### src/rtl/instr_loader.sv
// Byte-stream program loader: LEN, (LEN+1) x {LO,HI}, CSUM -> one instruction RAM write per word, one cycle after its HI byte.
// Core released one cycle after a matching CSUM; in_ready is decoded from state only, so stalled bytes are never consumed.
module instr_loader #(
  parameter int AW = 8,
  parameter int IW = 9
) (
  input  logic          clk,
  input  logic          reset,
  input  logic          start,
  input  logic          in_valid,
  input  logic [7:0]    in_byte,
  output logic          in_ready,
  output logic          wr_en,
  output logic [AW-1:0] wr_addr,
  output logic [IW-1:0] wr_data,
  output logic          core_reset,
  output logic          load_done,
  output logic          error
);

  typedef enum logic [2:0] {IDLE, HDR, LO, HI, WRITE, CSUM, DONE, ERR} state_t;

  state_t        state, nextState;
  logic [AW-1:0] len, cnt;
  logic [7:0]    lo, xorAcc;
  logic          hi;
  logic          xfer;

  assign xfer    = in_valid & in_ready;
  assign wr_addr = cnt;
  assign wr_data = IW'({hi, lo});

  always_ff @(posedge clk or posedge reset) begin
    if (reset) begin
      state  <= IDLE;
      len    <= '0;
      cnt    <= '0;
      lo     <= '0;
      hi     <= 1'b0;
      xorAcc <= '0;
    end else begin
      state <= nextState;
      case (state)
        IDLE, DONE, ERR: if (start) xorAcc <= '0;
        HDR: if (xfer) begin
          len    <= AW'(in_byte);
          cnt    <= '0;
          xorAcc <= xorAcc ^ in_byte;
        end
        LO: if (xfer) begin
          lo     <= in_byte;
          xorAcc <= xorAcc ^ in_byte;
        end
        HI: if (xfer && in_byte[7:1] == 7'd0) begin
          hi     <= in_byte[0];
          xorAcc <= xorAcc ^ in_byte;
        end
        // Compare before increment so a 256-word load stops at the last address.
        WRITE: if (cnt != len) cnt <= cnt + AW'(1);
        default: ;
      endcase
    end
  end

  always_comb begin
    nextState  = state;
    in_ready   = 1'b0;
    wr_en      = 1'b0;
    core_reset = 1'b1;
    load_done  = 1'b0;
    error      = 1'b0;
    case (state)
      IDLE: if (start) nextState = HDR;
      HDR: begin
        in_ready = 1'b1;
        if (xfer) nextState = LO;
      end
      LO: begin
        in_ready = 1'b1;
        if (xfer) nextState = HI;
      end
      HI: begin
        in_ready = 1'b1;
        if (xfer) nextState = (in_byte[7:1] != 7'd0) ? ERR : WRITE;
      end
      WRITE: begin
        wr_en     = 1'b1;
        nextState = (cnt == len) ? CSUM : LO;
      end
      CSUM: begin
        in_ready = 1'b1;
        if (xfer) nextState = (in_byte == xorAcc) ? DONE : ERR;
      end
      DONE: begin
        load_done  = 1'b1;
        core_reset = 1'b0;
        if (start) nextState = HDR;
      end
      ERR: begin
        error = 1'b1;
        if (start) nextState = HDR;
      end
      default: nextState = IDLE;
    endcase
  end

endmodule

### config.mk
export PLATFORM = sky130hd
export DESIGN_NAME = instr_loader
export DESIGN_NICKNAME = d
export VERILOG_FILES = /design/src/rtl/instr_loader.sv
export SDC_FILE = /design/constraint.sdc
export NUM_CORES = 1
export LEC_CHECK = 0
export BUFFER_PORTS_ARGS = -buffer_cell sky130_fd_sc_hd__buf_2
export CORE_MARGIN = 2
export CORE_UTILIZATION = 50
export DETAILED_ROUTE_END_ITERATION = 12
export PLACE_DENSITY = 0.8
export SKIP_LAST_GASP = 1
export SYNTH_ARGS = -nofsm -noshare
export SYNTH_HDL_FRONTEND = slang
export SYNTH_SLANG_ARGS = --single-unit
### constraint.sdc
create_clock -name clk -period 4.2 [get_ports clk]
set_input_delay 0.42 -clock clk [delete_from_list [all_inputs] [get_ports clk]]
set_output_delay 0.42 -clock clk [all_outputs]
set_load 0.05 [all_outputs]
==> run metrics, run 1 <==
first-pass GRT wire length=6.69 mm; final period utilization=about half; total track usage=20.7%; Final Setup Violations=0; Nets=245; status=complete, no violations; cts-stage hold buffer count=0; Worst-path clk slew=around 70 ps; post-synthesis register bit count=36; initial detailed-routing violation count=145; post-route ant nets=0; Antenna diodes=0; R2R Path Start=state[1]$_DFFE_PP0P_; syn nets=217; Async SR Flop Fraction=100%; port buffer count=33; endpoint class of the critical path=output port; die height=66.7 um; core footprint=around 3700 um2; final worst slack=2040 ps; final wirelength=4.01 mm; Post-synth EDFFs=0; setup bufs post-CTS=0; ys flop type=dfrtp_1; DR pass1 iterations=5; Critical Path Start=state[1]$_DFFE_PP0P_; layout cell share with drive strength beyond 1=24.9%; drc violations=0; crit-path max FO=19; PwrDens=741 nW/um2; CTS tree=built; RSZ-0062 raised after global routing=no; Mapped Cells=roughly 200; Sink Count=36; Avg Cell Area, Syn=9.62 um2; Syn Std Cell Area=1960 um2; Die ar.=4440 um2; Worst Hold Class=in -> async; VDD IR-drop max=around 0.4 mV; reg2reg path depth=5; routability congestion estimate=0.801; clk buf depth=2; post-synthesis sequential area ratio=a little under half; maxcap violations=0; initial core utilization=between 50% and 60%; crit start category=flip-flop; worst-path cell chain=nand2_1 > or2_2 > inv_1 > buf_2; initial antenna violation count=0; setup tns final=0 ps; fmax=464 MHz; Required @ worst endpoint=3780 ps; Synth cell types=37; DP Wirelength=around 2.8 mm; vias in the first global route=roughly 1400; area delta synth->final=13.2%; static leakage=0.982 nW; clock root buffer=clkbuf_8; dpl ws=2170 ps; Synth Warn #=0; worst-skew pair later-pin latency=roughly 290 ps; Slew @ Worst Pin=roughly 520 ps; Num CTS Buffers=5; drt via density=5.49; Hold Violations, Final=0; vias after detailed routing=1542; H-tree levels=2; count of pins over their slew limit=0; Worst slew margin=65.1%; Final min period=~2200 ps; final core occ=roughly three fifths; max incr delay on CP=670 ps; Setup Crit Path Kind=reg -> out; Final Total Pwr=~0.0016 W; hold_ws=225 ps; PostCTS Resize Cnt=0; slowest stage cell, crit path=dfrtp_1; WP data arrival=1740 ps; clock skew=3.21 ps; largest net degree at the start of global routing=37; Routed WL per cell=14.3 um; row count=22; Die Width=66.7 um; Overflow after GRT=0; IO Pins=34
## cell type report
class	instances	area [um2]
Sequential cell	36	901
Inverter	6	22.5
Clock buffer	8	90.1
Multi-Input combinational cell	149	976
Fill cell	331	1490
Timing Repair Buffer	34	173
Tap cell	48	60.1
## stage by stage
stage	cell area [um2]	cells
after floorplan	1960	204
after global placement	2130	273
after detailed placement	2130	273
after CTS	2220	281
after global routing	2220	281
final	2220	281
## metal layers
metal	wire [um]	track usage (%)
met3	194	7.09
met5	0	0
met2	1790	28.9
met1	1960	29.1
met4	56	8.42
## kinds of logic after synthesis
kind of cell | share of synthesized area (%)
muxes | 5.67
buffers and inverters | 4.40
DFF | 45.9
AOI/OAI and AO/OA | 16.0
xor gates and xnor gates | 7.14
and+or+nand+nor | 20.3
adders and majority gates | 0.637
## sequential cells by signal, indices dropped and copies added, names as in the netlist
| register | count |
|---|---|
| xorAcc | 8 |
| wr_addr | 8 |
| hi | 1 |
| lo | 8 |
| state | 3 |
| len | 8 |
## placed cells by master (no fill, tap or decap), drive strengths merged, types with 3 or more instances in the layout
cell,n
dfrtp,36
buf,34
nand2,32
o21ai,17
xnor2,16
a21oi,10
nand2b,9
mux2,9
o2bb2ai,8
clkbuf,8
o31ai,6
nand4,5
inv,5
nand3,5
o211ai,4
or2,4
nor2,4
nor4,3
## report_power, final
| part | total (W) | switching (W) | internal [W] | leakage [nW] |
|---|---|---|---|---|
| registers | 0.000619 | 0.000144 | 0.000476 | 0.459 |
| clock network | 0.000251 | 0.000117 | 0.000134 | 0.0455 |
| logic | 0.000776 | 0.000494 | 0.000281 | 0.477 |
| total | 0.00165 | 0.000755 | 0.000891 | 0.982 |
## cell usage after synthesis, types with 2 or more instances
| cell type | count | area share, % |
|---|---|---|
| dfrtp_1 | 36 | 46 |
| nand2_1 | 32 | 6.1 |
| xnor2_1 | 16 | 7.1 |
| o21ai_0 | 15 | 3.8 |
| a21oi_1 | 10 | 2.5 |
| mux2_2 | 9 | 5.2 |
| nand2b_1 | 9 | 2.9 |
| o2bb2ai_1 | 8 | 3.6 |
| clkbuf_1 | 7 | 1.3 |
| o31ai_1 | 6 | 2.3 |
| inv_1 | 5 | 0.96 |
| nand3_1 | 5 | 1.3 |
| nand4_1 | 5 | 1.6 |
| o211ai_1 | 4 | 1.5 |
| buf_2 | 3 | 0.76 |
| buf_4 | 3 | 1.1 |
| nor2_1 | 3 | 0.57 |
| or2_2 | 3 | 0.96 |
| and3_1 | 2 | 0.64 |
| and4bb_2 | 2 | 1.3 |
| nor3_1 | 2 | 0.51 |
| nor4_1 | 2 | 0.64 |
| o21ai_2 | 2 | 0.89 |
| or4_1 | 2 | 0.76 |
## final timing paths
| check | to | slack (ps) |
|---|---|---|
| setup reg to reg | xorAcc[7]$_DFFE_PP0P_ | 2150 |
| setup / recovery | load_done | 2040 |
| hold / removal | wr_addr[2]$_DFFE_PP0P_ | 220 |
| max in group asynchronous | xorAcc[4]$_DFFE_PP0P_ | 3660 |
| hold reg to reg | lo[5]$_DFFE_PP0P_ | 500 |
| min in group clk | len[5]$_DFFE_PP0P_ | 410 |
## critical path: cells and delay by family (launching register included)
family	cells	cell delay, ps
flip-flops	1	670
AND/OR/NAND/NOR	2	480
buffers and inverters	2	300
No activity file was read; power rests on OpenSTA's default activity.
==> run 2, diff against run 1 <==
--- a/config.mk
+++ b/config.mk
@@ -5,11 +5,12 @@
 export SDC_FILE = /design/constraint.sdc
 export NUM_CORES = 1
 export LEC_CHECK = 0
+export ABC_AREA = 1
 export BUFFER_PORTS_ARGS = -buffer_cell sky130_fd_sc_hd__buf_2
 export CORE_MARGIN = 2
 export CORE_UTILIZATION = 50
 export DETAILED_ROUTE_END_ITERATION = 12
-export PLACE_DENSITY = 0.8
+export PLACE_DENSITY = 0.83
 export SKIP_LAST_GASP = 1
 export SYNTH_ARGS = -nofsm -noshare
 export SYNTH_HDL_FRONTEND = slang
==> constraint.sdc (replaced) <==
create_clock -name clk -period 1.7 [get_ports clk]
set_input_delay 0.17 -clock clk [delete_from_list [all_inputs] [get_ports clk]]
set_output_delay 0.17 -clock clk [all_outputs]
set_load 0.05 [all_outputs]
==> run metrics, run 2 <==
post-synthesis register bit count=36 (unchanged); Setup Crit Path Kind=reg -> reg (was reg -> out); hold_ws=195 ps (was 225 ps); Post-synth EDFFs=0 (unchanged); Final Setup Violations=0 (unchanged); status=complete, no violations (unchanged); final period utilization=93.8%; Num CTS Buffers=5 (unchanged); Synth top area share=44.9% (was 45.9%); initial detailed-routing violation count=117 (was 145); Overflow after GRT=0 (unchanged); row count=23 (was 22); initial antenna violation count=0 (unchanged); dpl cell area=2290 um2 (was 2130 um2); fin area=2410 um2 (was 2220 um2); Die ar.=4540 um2 (was 4440 um2); clk buf depth=2 (unchanged); Antenna diodes=0 (unchanged); Synth area leader=dfrtp_1 (unchanged); drt via density=4.96 (was 5.49); RSZ-0062 raised after global routing=yes (was no); setup bufs post-CTS=0 (unchanged); die height=67.4 um (was 66.7 um); Final min period=about 1600 ps; IO Pins=34 (unchanged); VDD IR-drop max=0.807 mV (was 0.399 mV); post-synthesis mux area share=0% (was 5.67%); Synth Warn #=0 (unchanged); post-route ant nets=0 (unchanged); Hold Violations, Final=0 (unchanged); total track usage=22.5% (was 20.7%); crit start category=flip-flop (unchanged); Worst-path clk slew=70 ps (about the same); core footprint=3940 um2 (was 3720 um2); routability congestion estimate=0.872 (was 0.801); most frequent cells in the layout=104 x nand2_1, 34 x inv_1, 34 x dfrtp_1 (was 36 x dfrtp_1, 33 x buf_2, 32 x nand2_1); fmax=~630 MHz; drc violations=0 (unchanged); Die Width=67.4 um (was 66.7 um); Slew @ Worst Pin=695 ps (was 524 ps); largest net degree at the start of global routing=37 (unchanged); Syn Std Cell Area=2010 um2 (was 1960 um2); layout cell share with drive strength beyond 1=19.1% (was 24.9%); Synth cell types=23 (was 37); Async SR Flop Fraction=100% (unchanged); post-synthesis xor/xnor area fraction=4.80% (was 7.14%); Required @ worst endpoint=1930 ps (was 3780 ps); vias in the first global route=1761 (was 1356); Synth top cells by count=105 x nand2_1, 36 x dfrtp_1, 35 x inv_1 (was 36 x dfrtp_1, 32 x nand2_1, 16 x xnor2_1); post-synthesis sequential area ratio=44.9% (was 45.9%); count of pins over their slew limit=0 (unchanged); Sink Count=36 (unchanged); vias after detailed routing=1880 (was 1542); Routed WL per cell=11.6 um (was 14.3 um); Synth Area in Simple Gates=35.5% (was 20.3%); complex-gate fraction of the synthesized area=5.99% (was 16.0%); area delta synth->final=20.1% (was 13.2%); syn nets=296 (was 217); PwrDens=1870 nW/um2 (was 741 nW/um2); Adder-Cell Fraction of Synth Area=0.623% (was 0.637%); CTS tree=built (unchanged); most common cell after layout, fill and taps aside=nand2_1 (was dfrtp_1); port buffer count=33 (unchanged); initial core utilization=50.9% (was 52.8%); first-pass GRT wire length=7.56 mm (was 6.69 mm); synth top area cells=dfrtp_1 45%, nand2_1 20%, inv_1 6.5% (was dfrtp_1 46%, xnor2_1 7.1%, nand2_1 6.1%); Avg Cell Area, Syn=7.09 um2 (was 9.62 um2); final wirelength=4.40 mm (was 4.01 mm); H-tree levels=2 (unchanged); Fill cells=362 (was 331); clock root buffer=clkbuf_8 (unchanged); Worst Hold Class=in -> reg (was in -> async); Worst slew margin=53.3% (was 65.1%); WP data arrival=1820 ps (was 1740 ps); Nets=341 (was 245); worst-skew pair later-pin latency=290 ps (about the same); clock skew=6.12 ps (was 3.21 ps); DP Wirelength=3.32 mm (was 2.83 mm); static leakage=1.33 nW (was 0.982 nW); maxcap violations=0 (unchanged); ys flop type=dfrtp_1 (unchanged); largest family of logic cells by synthesized area=simple AND/OR/NAND/NOR gates (unchanged); most common cell in the netlist=nand2_1 (was dfrtp_1); endpoint class of the critical path=flip-flop (was output port); Mapped Cells=283 (was 204); crit-path max FO=8 (was 19); DR pass1 iterations=4 (was 5)
==> run 2: what timing repair did <==
item / CTS / global route
endpoints found under the setup margin: 0 / 14
hold endpoints to repair: 36 / 0
gates resized for setup: 0 / 7
hold buffers: 1 / 0
==> run 2: cell type report <==
cell class                      instances  area, um2  area share, %
Inverter                               37        140           5.82
Timing Repair Buffer                   43        249           10.3
Sequential cell                        36        903           37.5
Tap cell                               50       62.6           2.60
Clock inverter                          1       7.51          0.312
Multi-Input combinational cell        205        961           39.9
Clock buffer                            7       86.3           3.58
==> run 2: worst paths after layout <==
path / from / to / slack (ps) / depth (start not counted)
max: state[2]$_DFFE_PP0P_ / xorAcc[2]$_DFFE_PP0P_ / 100 / 9
min: in_byte[1] / len[1]$_DFFE_PP0P_ / 200 / 3
max reg2reg: state[2]$_DFFE_PP0P_ / xorAcc[2]$_DFFE_PP0P_ / 100 / 9
min reg2reg: lo[6]$_DFFE_PP0P_ / lo[6]$_DFFE_PP0P_ / 480 / 2
max in group asynchronous: reset / wr_addr[5]$_DFFE_PP0P_ / 830 / 4
min in group asynchronous: reset / wr_addr[0]$_DFFE_PP0P_ / 520 / 4
==> run 2: worst max-delay path, cell delays in order (launching register included) <==
cell	delay [ps]
dfrtp_1	430
inv_2	170
nand2_2	90
nand2_2	110
nor2_1	70
nand2_2	60
nor3b_4	250
buf_6	160
nand3_1	80
nand2_1	110
==> run 2: cell families (layout without fill, tap and decap cells) <==
family | count (synthesis) | after routing
AO/OA/AOI/OAI | 24 | 24
XOR/XNOR | 11 | 11
adder cells (fa/ha/maj) | 1 | 1
buffers and inverters | 42 | 88
flip-flops | 36 | 36
AND/OR/NAND/NOR | 169 | 169
==> run 2: through the flow <==
step / instances / worst slack (ps) / power, W / utilization, % / TNS [ps]
2_1_floorplan: 283 / -45.5 / 0.00324 / - / -395
3_3_place_gp: 370 / 78.5 / 0.00377 / 58.1 / 0
3_5_place_dp: 370 / 66.9 / 0.00382 / 58.1 / 0
4_1_cts: 379 / 15.6 / 0.00449 / 60.7 / 0
5_1_grt: 379 / -6.23 / 0.00487 / 61.1 / -6.23
6_report: 379 / 105 / 0.00450 / 61.1 / 0
==> run 2: power by group <==
| part | total (W) | internal (W) | switching (W) |
|---|---|---|---|
| Combinational | 0.00239 | 0.000755 | 0.00164 |
| Sequential | 0.00146 | 0.00119 | 0.000272 |
| Clock | 0.000645 | 0.000329 | 0.000315 |
| Total | 0.00450 | 0.00228 | 0.00222 |
==> run 2: per-layer routing <==
metal  wire [um]  global-route usage (%)  vias up
met4          76                    8.93        0
met2        2160                    37.5       53
met5           0                       0        -
li1            -                       -      963
met1        1970                    28.3      856
met3         197                    5.00        8
